## src/rtl/intersection_pkg.sv

```systemverilog
`default_nettype none
// ============================================================================
// Module      : intersection_pkg
// Description : Shared types and constants for the four-approach intersection
//               arbiter: FSM state encoding, direction codes, approach
//               indices and the destination lookup helper.
// Revision    : 1.0 - initial release
// ============================================================================
package intersection_pkg;

  // Scheduler states (explicit 2-bit encoding)
  typedef enum logic [1:0] {
    ST_IDLE  = 2'd0,
    ST_GRANT = 2'd1,
    ST_CLEAR = 2'd2
  } state_e;

  // Destination direction codes as carried on the switches
  localparam logic [1:0] DIR_S = 2'b00;
  localparam logic [1:0] DIR_E = 2'b01;
  localparam logic [1:0] DIR_N = 2'b10;
  localparam logic [1:0] DIR_W = 2'b11;

  // Approach indices (bit positions in grant/pend vectors)
  localparam int APP_D = 0;
  localparam int APP_R = 1;
  localparam int APP_U = 2;
  localparam int APP_L = 3;

  // Destination of approach k: sw[2k+1:2k]
  function automatic logic [1:0] dest_of(input logic [7:0] sw, input logic [1:0] k);
    logic [1:0] code;
    code = sw[{k, 1'b0} +: 2];
    case (code)
      2'b00:   dest_of = DIR_S;
      2'b01:   dest_of = DIR_E;
      2'b10:   dest_of = DIR_N;
      default: dest_of = DIR_W;
    endcase
  endfunction

endpackage
`default_nettype wire

```

## src/rtl/tick_divider.sv

```systemverilog
`default_nettype none
// ============================================================================
// Module      : tick_divider
// Description : Free-running divider producing a one-clock tick pulse every
//               TICK_DIV clocks (on the counter wrap).
// Ports       : clk  - system clock
//               rst  - asynchronous active-low reset
//               tick - 1-clk pulse when the counter wraps
// Revision    : 1.0 - initial release
// ============================================================================
module tick_divider #(
  parameter int TICK_DIV = 50000000
) (
  input  logic clk,
  input  logic rst,
  output logic tick
);

  localparam int CNT_W = (TICK_DIV > 1) ? $clog2(TICK_DIV) : 1;
  localparam logic [CNT_W-1:0] CNT_MAX = CNT_W'(TICK_DIV - 1);

  logic [CNT_W-1:0] cnt_q;

  always_ff @(posedge clk or negedge rst) begin
    if (!rst) begin
      cnt_q <= '0;
    end else if (cnt_q == CNT_MAX) begin
      cnt_q <= '0;
    end else begin
      cnt_q <= cnt_q + CNT_W'(1);
    end
  end

  assign tick = (cnt_q == CNT_MAX);

endmodule
`default_nettype wire

```

## src/rtl/intersection_arbiter.sv

```systemverilog
`default_nettype none
// ============================================================================
// Module      : intersection_arbiter
// Description : Round-robin scheduler for a four-approach intersection.
//               Bundles every pending approach with a non-conflicting
//               destination into one grant set, holds it GRANT_TICKS ticks,
//               then inserts CLEAR_TICKS ticks of all-red.
// Ports       : clk, rst (async active-low)
//               btnD/btnR/btnU/btnL - request buttons, approaches 0..3
//               sw[7:0]  - destination of approach k on sw[2k+1:2k]
//               LED[7:0] - {pending[3:0], grant[3:0]}
//               grant    - registered grant vector
// Options     : INTERSECTION_GRANT_EXTEND_EN - hold the grant up to
//               MAX_EXTEND extra ticks while the leader's button stays high
//               and no other approach is waiting.
// Revision    : 1.0 - initial release
// ============================================================================
module intersection_arbiter
  import intersection_pkg::*;
#(
  parameter int TICK_DIV    = 50000000,
  parameter int GRANT_TICKS = 4,
  parameter int CLEAR_TICKS = 1,
  parameter int MAX_EXTEND  = 4
) (
  input  logic       clk,
  input  logic       rst,
  input  logic       btnD,
  input  logic       btnR,
  input  logic       btnU,
  input  logic       btnL,
  input  logic [7:0] sw,
  output logic [7:0] LED,
  output logic [3:0] grant
);

  localparam int PH_MAX = (GRANT_TICKS > CLEAR_TICKS) ? GRANT_TICKS : CLEAR_TICKS;
  localparam int PH_W   = (PH_MAX > 1) ? $clog2(PH_MAX) : 1;
  localparam logic [PH_W-1:0] GRANT_LAST = PH_W'(GRANT_TICKS - 1);
  localparam logic [PH_W-1:0] CLEAR_LAST = PH_W'(CLEAR_TICKS - 1);

  logic tick;

  tick_divider #(
    .TICK_DIV (TICK_DIV)
  ) u_tick_divider (
    .clk  (clk),
    .rst  (rst),
    .tick (tick)
  );

  // ---------------- request path ----------------
  logic [3:0] btn_raw;
  logic [3:0] sync1_q, sync2_q, prev_q;
  logic [3:0] btn_edge;

  always_comb begin
    btn_raw        = '0;
    btn_raw[APP_D] = btnD;
    btn_raw[APP_R] = btnR;
    btn_raw[APP_U] = btnU;
    btn_raw[APP_L] = btnL;
  end

  always_ff @(posedge clk or negedge rst) begin
    if (!rst) begin
      sync1_q <= '0;
      sync2_q <= '0;
      prev_q  <= '0;
    end else begin
      sync1_q <= btn_raw;
      sync2_q <= sync1_q;
      prev_q  <= sync2_q;
    end
  end

  assign btn_edge = sync2_q & ~prev_q;

  // ---------------- scheduler state ----------------
  state_e          state_q, state_d;
  logic [PH_W-1:0] phase_q, phase_d;
  logic [3:0]      grant_q, grant_d;
  logic [3:0]      pend_q,  pend_d;
  logic [1:0]      ptr_q,   ptr_d;
  // Presses seen on an approach while it is being served; such a bit keeps
  // its pend alive through the end-of-grant clear so the car is served again.
  logic [3:0]      rearm_q, rearm_d;
  logic [3:0]      clr_mask;

  // Grant set: walk from ptr, admit pending approaches whose destination is
  // still free. The first admitted approach is the leader.
  logic [3:0] set_c;
  logic [1:0] leader_c;

  always_comb begin
    logic [3:0] used;
    logic       found;
    logic [1:0] idx;
    logic [1:0] d;
    set_c    = '0;
    leader_c = ptr_q;
    used     = '0;
    found    = 1'b0;
    idx      = '0;
    d        = '0;
    for (int n = 0; n < 4; n++) begin
      idx = ptr_q + 2'(n);
      d   = dest_of(sw, idx);
      if (pend_q[idx] && !used[d]) begin
        set_c[idx] = 1'b1;
        used[d]    = 1'b1;
        if (!found) begin
          leader_c = idx;
          found    = 1'b1;
        end
      end
    end
  end

`ifdef INTERSECTION_GRANT_EXTEND_EN
  logic [1:0] lead_q, lead_d;
  logic [2:0] ext_q,  ext_d;
  logic       extend_ok;

  assign extend_ok = sync2_q[lead_q]
                   && ((pend_q & ~grant_q) == 4'b0)
                   && (ext_q < 3'(MAX_EXTEND));
`endif

  always_comb begin
    state_d  = state_q;
    phase_d  = phase_q;
    grant_d  = grant_q;
    ptr_d    = ptr_q;
    clr_mask = '0;
    rearm_d  = (state_q == ST_GRANT) ? (rearm_q | (btn_edge & grant_q)) : 4'b0;
`ifdef INTERSECTION_GRANT_EXTEND_EN
    lead_d   = lead_q;
    ext_d    = ext_q;
`endif
    case (state_q)
      ST_IDLE: begin
        if (tick && (pend_q != 4'b0)) begin
          grant_d = set_c;
          ptr_d   = leader_c + 2'd1;
          state_d = ST_GRANT;
          phase_d = '0;
`ifdef INTERSECTION_GRANT_EXTEND_EN
          lead_d  = leader_c;
          ext_d   = '0;
`endif
        end
      end
      ST_GRANT: begin
        if (tick) begin
          if (phase_q == GRANT_LAST) begin
`ifdef INTERSECTION_GRANT_EXTEND_EN
            if (extend_ok) begin
              ext_d = ext_q + 3'd1;
            end else begin
              grant_d  = '0;
              clr_mask = grant_q & ~rearm_q;
              state_d  = ST_CLEAR;
              phase_d  = '0;
            end
`else
            grant_d  = '0;
            clr_mask = grant_q & ~rearm_q;
            state_d  = ST_CLEAR;
            phase_d  = '0;
`endif
          end else begin
            phase_d = phase_q + PH_W'(1);
          end
        end
      end
      ST_CLEAR: begin
        grant_d = '0;
        if (tick) begin
          if (phase_q == CLEAR_LAST) begin
            state_d = ST_IDLE;
            phase_d = '0;
          end else begin
            phase_d = phase_q + PH_W'(1);
          end
        end
      end
      default: begin
        state_d = ST_IDLE;
        grant_d = '0;
        phase_d = '0;
      end
    endcase
    // A new edge wins over the end-of-grant clear in the same clock.
    pend_d = (pend_q & ~clr_mask) | btn_edge;
  end

  always_ff @(posedge clk or negedge rst) begin
    if (!rst) begin
      state_q <= ST_IDLE;
      phase_q <= '0;
      grant_q <= '0;
      pend_q  <= '0;
      ptr_q   <= '0;
      rearm_q <= '0;
    end else begin
      state_q <= state_d;
      phase_q <= phase_d;
      grant_q <= grant_d;
      pend_q  <= pend_d;
      ptr_q   <= ptr_d;
      rearm_q <= rearm_d;
    end
  end

`ifdef INTERSECTION_GRANT_EXTEND_EN
  always_ff @(posedge clk or negedge rst) begin
    if (!rst) begin
      lead_q <= '0;
      ext_q  <= '0;
    end else begin
      lead_q <= lead_d;
      ext_q  <= ext_d;
    end
  end
`endif

  assign grant = grant_q;
  assign LED   = {pend_q, grant_q};

endmodule
`default_nettype wire
```

## config.mk

```make
export PLATFORM = sky130hd
export DESIGN_NAME = intersection_arbiter
export DESIGN_NICKNAME = d
export VERILOG_FILES = /design/src/rtl/intersection_pkg.sv /design/src/rtl/tick_divider.sv /design/src/rtl/intersection_arbiter.sv
export SDC_FILE = /design/constraint.sdc
export NUM_CORES = 1
export LEC_CHECK = 0
export ABC_AREA = 1
export CAP_MARGIN = 20
export CORE_ASPECT_RATIO = 1.5
export CORE_MARGIN = 4
export CORE_UTILIZATION = 50
export DETAILED_ROUTE_END_ITERATION = 10
export PLACE_DENSITY = 0.79
export RECOVER_POWER = 100
export SLEW_MARGIN = 20
export SYNTH_ARGS = -nofsm -noshare
export SYNTH_HDL_FRONTEND = slang
export SYNTH_HIERARCHICAL = 1
export SYNTH_SLANG_ARGS = --single-unit
```

## constraint.sdc

```tcl
create_clock -name clk -period 3.99 [get_ports clk]
set_clock_uncertainty 0.05 [all_clocks]
set_input_delay 1.197 -clock clk [delete_from_list [all_inputs] [get_ports clk]]
set_output_delay 1.197 -clock clk [all_outputs]
set_load 0.02 [all_outputs]
```

==> metrics.md, run 1 <==
| Metric | Value |
|---|---|
| Ports | 26 |
| Setup crit start kind | primary input |
| Final Max Tran Viols | 0 |
| Static leakage | 0.00199 uW |
| DIE AREA | 0.00903 mm^2 |
| Ys async rst share | 100% |
| Vias per inst | 5.21 |
| Sequential fraction of the synthesis area | 37.1% |
| Failing checks | max-capacitance violations |
| Syn Inst Count | 516 |
| Post-route ant nets | 0 |
| Top delay family on crit path | simple AND/OR/NAND/NOR gates |
| Number of detailed-routing iterations run before antenna repair | 4 |
| Area Growth Syn to Fin | 11.0% |
| Sw frac | 26.1% |
| Clock power share | 32.1% |
| Wirelength per Cell | 13.9 um |
| Rel. slew slack | 0.564% |
| Grt ovf | 0 |
| CP Data Required Time | 4.16 ns |
| Hpwl dp | 7160 um |
| Synth Register Bits | 56 |
| Gr usage total | 21.6% |
| Hold path depth | 0 |
| Final hold violations | 0 |
| Final period util | 86.5% |
| Synth area leader | dfrtp_1 |
| Worst-case clock buffer depth | 2 |
| Post-synth top area share | 37.1% |
| Clock transition at path regs | 0.11 ns |
| Final Wtd Congestion | 0.894 |
| CP most frequent cell | nand2_1 |
| Die X | 78.9 um |
| Critical path arrival | 3.62 ns |
| Post-Synth XOR/XNOR Area | 3.71% |
| Psw | 261 uW |
| Initial drt markers | 147 |
| TritonCTS Buffers | 5 |
| Via count | 3367 |
| Final Instance Area | 0.00419 mm^2 |
| WS Path Type | in -> reg |
| Final setup viols | 0 |
| Status | finished with violations |
| Worst reg2reg path depth | 23 |
| Top FF cell, synth | dfrtp_1 |
| CTS Sinks | 56 |
| Syn avg cell area | 7.32 um^2 |
| CTS tree | done |
| Largest family of logic cells by synthesized area | simple AND/OR/NAND/NOR gates |
| TNS Setup | 0 ns |
| CTS Hold Bufs | 0 |
| Mapped Nets | 543 |
| Row count | 38 |
| Root Buffer | clkbuf_8 |
| Initial antenna violation count | 0 |
| Synth top area cells | dfrtp_1 (37%), nand2_1 (13%), nor2_1 (6.6%) |
| Core area | 0.00727 mm^2 |
| Fin util | 57.6% |
| First-pass GRT wire length | 15600 um |
| # DRC | 0 |
| Synth Area in Compound Gates | 8.68% |
| Adder-cell share of the synthesized area | 4.31% |
| Crit Path Max Fanout | 7 |
| IO buf count | 25 |
| Worst-Margin Slew | 1.49 ns |
| Mapped Area | 0.00377 mm^2 |
| Unrepaired setup endpoints after global routing | no |
| Post-CTS Setup Bufs | 0 |
| HP Class | reg -> reg |
| Share of post-route cells with drive strength above 1 | 9.71% |
| Cell with the most instances after synthesis | nand2_1 |
| Post-synth EDFFs | 0 |
| Post-CTS Resized | 0 |
| Int Pwr | 740 uW |
| Max-Cap Viols | 1 |
| CP bufs+invs | 2 |
| Placed Area | 0.00411 mm^2 |
| Max incr delay on CP | 0.57 ns |
| WP depth | 18 |
| Multiplexer share of the synthesized area | 0% |
| Combinational Power Share | 10.4% |
| Sequential share of power | 57.5% |
| Clock Latency Late Sink | 0.31 ns |
| Vias in the first global route | 3520 |
| Worst VDD drop | 0.209 mV |
| Pwr dens | 239 mW/mm^2 |
| Nets | 572 |
| FMAX | 290 MHz |
| Pin count of the biggest net entering global routing | 30 |
| Yosys cell types | 36 |
| Worst-path cell chain | dlygate4sd3_1, nand2_1, nand3_1, nand2_1, inv_1, nand3_2, nand2_1, nand2_1, nand3_2, nor2_2, xor2_1, nand2_1, nand2_1, nand4_1, nand2_2, nand2_1, nand3_1, nand2_1 |
| Simple-gate share of the synthesized area | 37.2% |
| Fin crit period | 3.45 ns |
| Ys Warns | 6 |
| Die Y | 114 um |
| Tot Pwr | 1000 uW |
| Initial core utilization | 51.9% |
| N_diodes | 0 |
| Highest-delay cell along the critical path | dlygate4sd3_1 |
| Critical path capture point type | flip-flop |
| H-tree level count | 2 |
| Most frequent cells after synthesis | nand2_1 (132), nor2_1 (66), inv_1 (62) |
| Final wirelength | 8970 um |
==> state kept, by name (all words and copies together), names as in the netlist <==
signal and flops:
prev_q 4, pend_q 4, u_tick_divider/cnt_q 26, sync1_q 4, grant 4, sync2_q 4, ptr_q 2, state_q 2
phase_q 2, rearm_q 4
==> routing by layer <==
layer,vias up,global-route usage (%),part of all wire [%]
li1,1703,-,-
met1,1562,22.0,36
met2,69,41.3,57
met3,33,2.83,2.3
met4,0,12.0,4.5
met5,-,0,0
==> final cells by class <==
| cell class | count | area (um^2) |
|---|---|---|
| sequential | 56 | 1400 |
| inverter | 71 | 267 |
| clock inverter | 3 | 27.5 |
| clock buffer | 5 | 68.8 |
| tap | 100 | 125 |
| fill | 671 | 3090 |
| multi-input combinational | 381 | 2020 |
| timing repair buffer | 30 | 279 |
==> stage by stage <==
stage / setup WS [ns] / instances / hold WS (ns)
after global placement: 0.466 / 638 / 0.285
after floorplan: 1.13 / 516 / 0.281
after detailed placement: 0.416 / 638 / 0.288
after CTS: 0.758 / 646 / 0.299
after global routing: 0.256 / 646 / 0.310
final: 0.538 / 646 / 0.302
==> power by group through the flow <==
stage / sequential [uW] / clock, uW / combinational (uW)
2_1_floorplan: 586 / 0 / 66.7
3_3_place_gp: 587 / 0 / 103
3_5_place_dp: 587 / 0 / 105
4_1_cts: 576 / 338 / 106
5_1_grt: 577 / 362 / 116
6_report: 576 / 321 / 104
==> layout by cell type, fill, tap and decap left out, types with 2 or more instances in the layout <==
cell / Yosys / final
dfrtp_1: 56 / 56
o21bai_1: 2 / 2
dlygate4sd3_1: 0 / 17
clkbuf_8: 0 / 5
nor2_4: 3 / 3
clkdlybuf4s50_1: 0 / 7
o21ai_1: 2 / 2
o21ai_2: 2 / 2
xor2_1: 13 / 13
o21ai_0: 19 / 19
nand2_1: 132 / 133
nand3_2: 7 / 7
inv_2: 8 / 7
ha_1: 13 / 13
nor2_1: 66 / 71
nand3_4: 2 / 2
nor4_1: 4 / 4
nand4_1: 11 / 11
o22ai_1: 7 / 7
xnor2_1: 3 / 3
buf_4: 5 / 4
o21a_1: 4 / 4
nand2_2: 10 / 9
inv_1: 62 / 63
a21oi_1: 11 / 11
or2_2: 2 / 2
and2_1: 5 / 5
nor3_1: 6 / 6
nand2_4: 4 / 4
nand3_1: 40 / 40
o211ai_1: 2 / 2
==> kinds of logic after synthesis <==
group,count (synthesis)
xor+xnor,16
flops,56
buf+inv,79
compound gates,53
fa+ha+maj,13
simple gates,299
==> worst reg2reg max path, stage by stage (launching register included) <==
cell and delay, ns:
dfrtp_1 0.44, inv_2 0.07, ha_1 0.45, inv_2 0.13, nand3_1 0.10, nand2_1 0.12
inv_1 0.19, nand3_2 0.11, nand2_1 0.11, inv_2 0.03, nand4_1 0.08, nand2_2 0.09
nand2_4 0.09, nand2_2 0.06, nor2_4 0.14, nand2_2 0.07, nand2_2 0.08, nand3_4 0.08
nand3_4 0.10, nand2_1 0.06, nand2_1 0.09, nand2_1 0.05, nand3_1 0.07, nand2_1 0.05
==> worst paths after layout <==
check,startpoint,end,slack [ns]
worst min register to register,sync1_q[2]$_DFF_PN0_,sync2_q[2]$_DFF_PN0_,0.30
min in group asynchronous,rst,prev_q[3]$_DFF_PN0_,1.17
worst max register to register,ptr_q[0]$_DFFE_PN0P_,ptr_q[1]$_DFFE_PN0P_,0.97
worst min-delay path,sync1_q[2]$_DFF_PN0_,sync2_q[2]$_DFF_PN0_,0.30
max in group asynchronous,rst,u_tick_divider/cnt_q[18]$_DFF_PN0_,1.28
worst max-delay path,sw[0],ptr_q[1]$_DFFE_PN0P_,0.54
(Power assumes the default switching activity.)
==> run 2: changes to the inputs <==
CORE_UTILIZATION = 45   (was 50)
CTS_BUF_LIST = sky130_fd_sc_hd__clkbuf_8 sky130_fd_sc_hd__clkbuf_16   (was not set)
GPL_TIMING_DRIVEN = 0   (was not set)
PLACE_DENSITY = 0.74   (was 0.79)
==> run 2 against run 1 <==
Against the previous run:
- the run now ends clean
- die area grew 10%
- register-to-register slack got worse by 0.50 ns
- core utilization is 5.0 points lower
- sequential share of layout area is 0.56 points lower
- fmax shrank 1.9%
- power increased by 11%
- via count grew 0.53%
- non-clock buffer count increased by 3
- global-route usage is 2.9 points lower
- sequential power about the same
- hold slack got worse by 0.0032 ns
- critical endpoint unchanged
- largest cell class unchanged
==> metrics.md, run 2 (same netlist as run 1, synthesis figures left out) <==
| Metric | Value |
|---|---|
| Status | completed |
| IO buf count | 25 |
| Initial antenna violation count | 0 |
| Top reg by flops | u_tick_divider/cnt_q |
| Clock Latency Late Sink | 0.30 ns |
| Final Wtd Congestion | 0.890 |
| Critical path arrival | 3.64 ns |
| Rel. slew slack | 10.1% |
| Final Max Tran Viols | 0 |
| CTS Hold Bufs | 0 |
| Worst-case clock buffer depth | 2 |
| Die X | 82.8 um |
| Hpwl dp | 6870 um |
| Die Y | 120 um |
| Pin count of the biggest net entering global routing | 57 |
| Commonest non-fill, non-tap cell in the layout | nand2_1 |
| DIE AREA | 0.00995 mm^2 |
| Worst slack, placed | 0.353 ns |
| Clock transition at path regs | 0.07 ns |
| Post-route ant nets | 0 |
| Inst Count DP | 646 |
| CTS tree | done |
| CP Data Required Time | 4.11 ns |
| WS Path Type | reg -> reg |
| Final hold slack | 0.299 ns |
| TNS Setup | 0 ns |
| Final period util | 88.2% |
| H-tree level count | 2 |
| Max reg flops | 26 |
| CP most frequent cell | nand2_1 |
| TritonCTS Buffers | 5 |
| N_diodes | 0 |
| CTS Sinks | 56 |
| Worst VDD drop | 0.164 mV |
| Setup WS post-layout | 0.472 ns |
| Number of detailed-routing iterations run before antenna repair | 6 |
| Via count | 3385 |
| Vias in the first global route | 3413 |
| Post-CTS Setup Bufs | 0 |
| Worst-Margin Slew | 1.35 ns |
| Setup crit start kind | flip-flop |
| Fin util | 52.5% |
| Highest-delay cell along the critical path | dfrtp_1 |
| Unrepaired setup endpoints after global routing | no |
| Row count | 40 |
| Final wirelength | 8620 um |
| Core area | 0.00811 mm^2 |
| Gr usage total | 18.6% |
| First-pass GRT wire length | 14700 um |
| Static leakage | 0.00202 uW |
| Final hold violations | 0 |
| Nets | 575 |
| Critical path capture point type | flip-flop |
| HP Class | reg -> reg |
| Max-Cap Viols | 0 |
| Fin crit period | 3.52 ns |
| Ports | 26 |
| Pwr dens | 262 mW/mm^2 |
| Max incr delay on CP | 0.58 ns |
| Most frequent cells in the layout | nand2_1 (132), nor2_1 (70), inv_1 (62), dfrtp_1 (56), nand3_1 (41) |
| Initial core utilization | 46.6% |
| Worst-path cell chain | inv_2, buf_6, ha_1, inv_2, nand3_1, nand2_1, a32oi_1, o21bai_1, nor2_4, nand4_1, nand2_1, nand3_1, nand3_1, nand2_1, nand2_1, nand2_1, nand3_1, nand2_1 |
| Share of post-route cells with drive strength above 1 | 10.4% |
| Initial drt markers | 133 |
| Vias per inst | 5.18 |
| Wirelength per Cell | 13.2 um |
| Crit Path Max Fanout | 12 |
| FMAX | 284 MHz |
| Final setup viols | 0 |
| Post-Layout Cell Count | 654 |
| Area Growth Syn to Fin | 12.9% |
| Grt ovf | 0 |
| # DRC | 0 |
| Root Buffer | clkbuf_16 |
| Post-CTS Resized | 0 |
run 2: worst max-delay path: cells and delay by family (launching register included):
kind | cells | cell delay (ns)
AO/OA/AOI/OAI | 2 | 0.59
flip-flops | 1 | 0.58
AND/OR/NAND/NOR | 12 | 1.32
adder cells (fa/ha/maj) | 1 | 0.44
buffers and inverters | 3 | 0.40
run 2: report_power, final:
part / switching, uW / internal, uW / leakage (uW)
clock network: 203 / 234 / 0.0000702
registers: 2.93 / 573 / 0.000688
logic: 65.4 / 36.2 / 0.00127
total: 272 / 844 / 0.00202
run 2: worst paths after layout:
path	slack, ns	endpoint	from	cells after the start
worst min-delay path	0.30	sync2_q[3]$_DFF_PN0_	sync1_q[3]$_DFF_PN0_	0
worst max-delay path	0.47	ptr_q[1]$_DFFE_PN0P_	ptr_q[1]$_DFFE_PN0P_	18
max in group asynchronous	1.92	ptr_q[0]$_DFFE_PN0P_	rst	1
min in group asynchronous	1.15	rearm_q[1]$_DFF_PN0_	rst	1
worst min register to register	0.30	sync2_q[3]$_DFF_PN0_	sync1_q[3]$_DFF_PN0_	0
worst max register to register	0.47	ptr_q[1]$_DFFE_PN0P_	ptr_q[1]$_DFFE_PN0P_	18
run 2: per-layer routing:
metal / track usage (%) / up-vias / share of wire, %
li1: - / 1711 / -
met3: 2.09 / 18 / 2.7
met5: 0 / - / 0
met4: 6.75 / 0 / 2.6
met2: 35.7 / 65 / 57
met1: 20.0 / 1591 / 37
run 2: cell type report:
| class | instances | area (um^2) |
|---|---|---|
| plain buffers | 8 | 63.8 |
| clock buffers | 5 | 125 |
| repair buffers | 25 | 245 |
| well taps | 105 | 131 |
| inverters | 71 | 267 |
| flip-flops and latches | 56 | 1400 |
| fillers | 823 | 3850 |
| multi-input cells | 381 | 2010 |
| clock inverters | 3 | 21.3 |
run 2: per-stage QoR:
step / cell area (um^2) / total power, uW
final: 4260 / 1120
after global routing: 4260 / 1170
after CTS: 4300 / 1130
after detailed placement: 4150 / 693
after global placement: 4160 / 689
after floorplan: 3770 / 653
